===== src/rtl/reg_file_pkg.sv =====
// Shared CPU constants for the architectural register file.
package reg_file_pkg;
    localparam int DATA_W    = 16;
    localparam int ADDR_W    = 3;
    localparam int REG_COUNT = 2 ** ADDR_W;
    localparam int RET_REG   = 3;
    localparam logic [ADDR_W-1:0] ZERO_REG = 3'd0;
endpackage


===== src/rtl/reg_file_rf_read_port.sv =====
// One synchronous read port with write-first bypass and hardwired zero register.
// Latency: 1 cycle from address to registered data.
// Backpressure: none; the port samples every cycle.
module rf_read_port #(
    parameter int DATA_W = 16,
    parameter int ADDR_W = 3
) (
    input  logic              clk,
    input  logic              rst_n,
    input  logic [ADDR_W-1:0] raddr,
    input  logic [DATA_W-1:0] stored,
    input  logic              wen,
    input  logic [ADDR_W-1:0] waddr,
    input  logic [DATA_W-1:0] wdata,
    output logic [DATA_W-1:0] rdata
);
    logic [DATA_W-1:0] value;

    // Zero register outranks the bypass so a write to r0 never leaks out.
    always_comb begin
        value = stored;
        if (raddr == '0)
            value = '0;
        else if (wen && (waddr == raddr))
            value = wdata;
    end

    always_ff @(posedge clk or negedge rst_n) begin
        if (!rst_n)
            rdata <= '0;
        else
            rdata <= value;
    end
endmodule


===== src/rtl/reg_file.sv =====
// 8x16 architectural register file: two bypassed registered reads, one write, ret_val tap.
// Latency: reads 1 cycle; ret_val follows storage with no bypass.
// Backpressure: none; writes and reads take effect every cycle.
module reg_file
    import reg_file_pkg::*;
#(
    parameter int DATA_W  = reg_file_pkg::DATA_W,
    parameter int ADDR_W  = reg_file_pkg::ADDR_W,
    parameter int RET_REG = reg_file_pkg::RET_REG
) (
    input  logic              clk,
    input  logic              rst_n,
    input  logic [ADDR_W-1:0] raddr0,
    output logic [DATA_W-1:0] rdata0,
    input  logic [ADDR_W-1:0] raddr1,
    output logic [DATA_W-1:0] rdata1,
    input  logic              wen,
    input  logic [ADDR_W-1:0] waddr,
    input  logic [DATA_W-1:0] wdata,
    output logic [DATA_W-1:0] ret_val
);
    localparam int ENTRIES = 2 ** ADDR_W;

    logic [DATA_W-1:0] regs [ENTRIES];

    // Entry 0 is cleared on reset and never written, so it stays constant zero.
    always_ff @(posedge clk or negedge rst_n) begin
        if (!rst_n) begin
            for (int i = 0; i < ENTRIES; i++)
                regs[i] <= '0;
        end else if (wen && (waddr != ADDR_W'(ZERO_REG))) begin
            regs[waddr] <= wdata;
        end
    end

    assign ret_val = regs[RET_REG];

    rf_read_port #(.DATA_W(DATA_W), .ADDR_W(ADDR_W)) u_rd0 (
        .clk    (clk),
        .rst_n  (rst_n),
        .raddr  (raddr0),
        .stored (regs[raddr0]),
        .wen    (wen),
        .waddr  (waddr),
        .wdata  (wdata),
        .rdata  (rdata0)
    );

    rf_read_port #(.DATA_W(DATA_W), .ADDR_W(ADDR_W)) u_rd1 (
        .clk    (clk),
        .rst_n  (rst_n),
        .raddr  (raddr1),
        .stored (regs[raddr1]),
        .wen    (wen),
        .waddr  (waddr),
        .wdata  (wdata),
        .rdata  (rdata1)
    );
endmodule


===== config.mk =====
export PLATFORM = sky130hd
export DESIGN_NAME = reg_file
export DESIGN_NICKNAME = d
export VERILOG_FILES = /design/src/rtl/reg_file_pkg.sv /design/src/rtl/reg_file_rf_read_port.sv /design/src/rtl/reg_file.sv
export SDC_FILE = /design/constraint.sdc
export NUM_CORES = 1
export LEC_CHECK = 0
export CAP_MARGIN = 25
export CORE_UTILIZATION = 30
export DETAILED_ROUTE_END_ITERATION = 12
export GPL_ROUTABILITY_DRIVEN = 0
export MAX_ROUTING_LAYER = met4
export PLACE_DENSITY = 0.53
export RECOVER_POWER = 50
export SLEW_MARGIN = 40
export SYNTH_ARGS = -nofsm -noshare
export SYNTH_HDL_FRONTEND = slang
export SYNTH_SLANG_ARGS = --single-unit

===== constraint.sdc =====
create_clock -name clk -period 1.6 [get_ports clk]
set_input_delay 0.32 -clock clk [delete_from_list [all_inputs] [get_ports clk]]
set_output_delay 0.32 -clock clk [all_outputs]
set_load 0.005 [all_outputs]

==> results.yml <==
cells_and_area:
  layout-drive-gt1-share: 0.3848
  antenna_cells: 0
  fin_nets: 719
  final_area_mm2: 0.01037
  syn_to_final_growth_pct: 26.86
  instances_no_fill: 1040
worst_hold_path:
  min-delay-path-class: "in -> async"
worst_setup_path:
  r2r_start: "ret_val[6]"
  rr_worst_depth: 4
  critPathTopFamily: "buffers and inverters"
  path_class: "reg -> out"
  end_kind: "primary output"
  crit_start: "u_rd1.rdata[14]"
  crit_arrival_ps: 1240
  cp_slowest_cell: "clkdlybuf4s50_1"
  crit_path_max_fanout: 1
  start_kind: "register"
  crit_buf_inv: 1
  crit_chain: "clkdlybuf4s50_1"
  r2r-end: "u_rd0.rdata[6]"
  slowest_delay_ps: 510
  reg2reg_slack_ps: 70
  crit_required_ps: 1280
  crit_cells: 1
detailed_routing:
  routedWlPerCell_um: 22.82
  drc_errors: 0
  vias_per_cell: 5.291
  ant_nets: 0
  wl_mm: 23.73
  first_iter_violations: 393
  drtPass1Iterations: 5
  vias: 5503
global_routing:
  antenna_found_initial: 0
  grt_overflow: 0
  grt_usage: 0.1825
  grt_pass1_wl_mm: 36.70
  grt_pass1_vias: 5945
  grt_start_max_net_pins: 60
synth:
  synth_commonest_cells: "dfrtp_1 (160), mux2_2 (112), mux2i_1 (62)"
  synth_edf_count: 0
  synth.ff_latch_count: 160
  netlist_top_cells_area: "dfrtp_1 (49%), mux2_2 (15%), mux2i_1 (7.6%), mux4_1 (6.1%), mux4_2 (4.1%)"
  synth_top_flop_cell: "dfrtp_1"
  synth_cell_type_count: 27
  synthCells: 595
  yosysMostFrequentCell: "dfrtp_1"
  syn_area_mm2: 0.008172
  synthArstFlopShare: 1.000
  ys_warn_count: 0
  synth.avg_cell_area_um2: 13.73
  synth_top_area_share: 0.4900
  synth_nets: 623
  synth_top_area_cell: "dfrtp_1"
  synth-seq-area-share: 0.4900
floorplan:
  fp.coreArea_mm2: 0.02680
  rows: 60
  initial_core_util: 0.3049
  die_w_um: 167.0
  die_height_um: 167.0
  fp.dieArea_mm2: 0.02790
  ios: 76
pwr:
  finalPower_mw: 12.30
  ir_worst_vdd_mv: 0.6019
  p_leak_nw: 4.663
  power_density_mw_per_mm2: 1186
place:
  portBuffers: 75
  dp.cells: 987
  hpwl_mm: 15.22
  place_area_mm2: 0.009512
status:
  outcome: "completed"
clock_tree:
  path_clk_slew_ps: 60
  htree_levels: 4
  clock-root-buffer: "clkbuf_16"
  cts_sinks: 160
  clock_latency_ps: 430
  clockBufferDepth: 2
  cts_tree: "done"
  cts_buffers: 17
timing:
  fmax_mhz: 639.2
  hold_violations: 0
  worst_pin_slew_ps: 658.7
  slew_headroom: 0.5609
  post-route-min-period_ps: 1564
  slew_violations: 0
  post-route-period-util: 0.9777
  setup_violations: 0
  fin_skew_ps: 7.342
  rsz0062_at_grt: "true"
job:
  max-cap-violations: 0
## worst max-delay path by stage
stage	end	slack, ps
finish	rdata1[14]	40
floorplan	regs[53]	50
CTS	ret_val[7]	1
global placement	u_rd1.rdata[5]	-600
detailed placement	u_rd1.rdata[6]	-610
global route	u_rd1.rdata[11]	-6
## placed cells by master (no fill, tap or decap), drive strengths merged
master,instances
clkdlybuf4s15,1
and4bb,1
a211oi,30
nand4,3
clkbuf,27
dlygate4sd3,1
mux2i,62
o22ai,32
and4,2
nand2b,2
mux2,112
dlymetal6s2s,10
bufbuf,2
clkdlybuf4s50,26
nor2,32
nor4bb,1
nand2,1
clkinvlp,1
bufinv,2
dfrtp,160
buf,76
mux4,34
dlygate4sd2,34
clkinv,3
nand4b,3
xnor2,6
a21oi,2
nor3,31
or2,2
## cell families (layout without fill, tap and decap cells)
kind of cell	Yosys count	count (layout)	share of synthesized area
DFF	160	160	0.4900
AOI/OAI and AO/OA	64	64	0.05390
xor gates and xnor gates	6	6	0.006431
and+or+nand+nor	78	78	0.05497
buffers and inverters	79	183	0.06201
muxes	208	208	0.3327
## flip-flops by register name, summed over array words and instances, names as in the netlist
register     count
regs           112
ret_val         16
u_rd0.rdata     16
u_rd1.rdata     16
## repair_timing
item,in CTS,in global routing
gates resized for setup,44,27
setup endpoints to repair,62,38
endpoints found under the hold margin,26,0
cloned,2,0
pin swaps,5,4
hold buffers,1,0
setup buffers,20,3
## area by class of cell
class,instances,area (um^2)
fillers,2489,16430
flip-flops and latches,160,4006
multi-input cells,356,3770
repair buffers,156,1607
clock buffers,21,470.5
well taps,341,426.7
clock inverters,6,86.33
## per-stage QoR
step	util	hold WS (ps)	setup slack, ps	setup TNS, ps
after floorplan	-	24.41	45.87	0
after global placement	0.3549	229.5	-597.4	-51970
after detailed placement	0.3549	231.5	-613.2	-54310
after CTS	0.3836	366.3	1.163	0
after global routing	0.3868	394.4	-5.940	-5.940
final	0.3868	354.1	35.64	0
## per-layer routing
layer  track usage  vias to the layer above  wire [um]
met1        0.2431                     2878      10980
met3       0.02899                       41        836
met4       0.06965                        0        614
met5             -                        -          0
met2        0.2787                      171      11300
li1              -                     2413          -
## where the power goes
part           total, mW  switching, mW  leakage, nW  internal [mW]
Combinational       2.99           1.20         2.42           1.79
Sequential          5.39          0.537         1.97           4.85
Clock               3.92           1.55        0.273           2.37
Total               12.3           3.28         4.66           9.02
(Power assumes the default switching activity.)
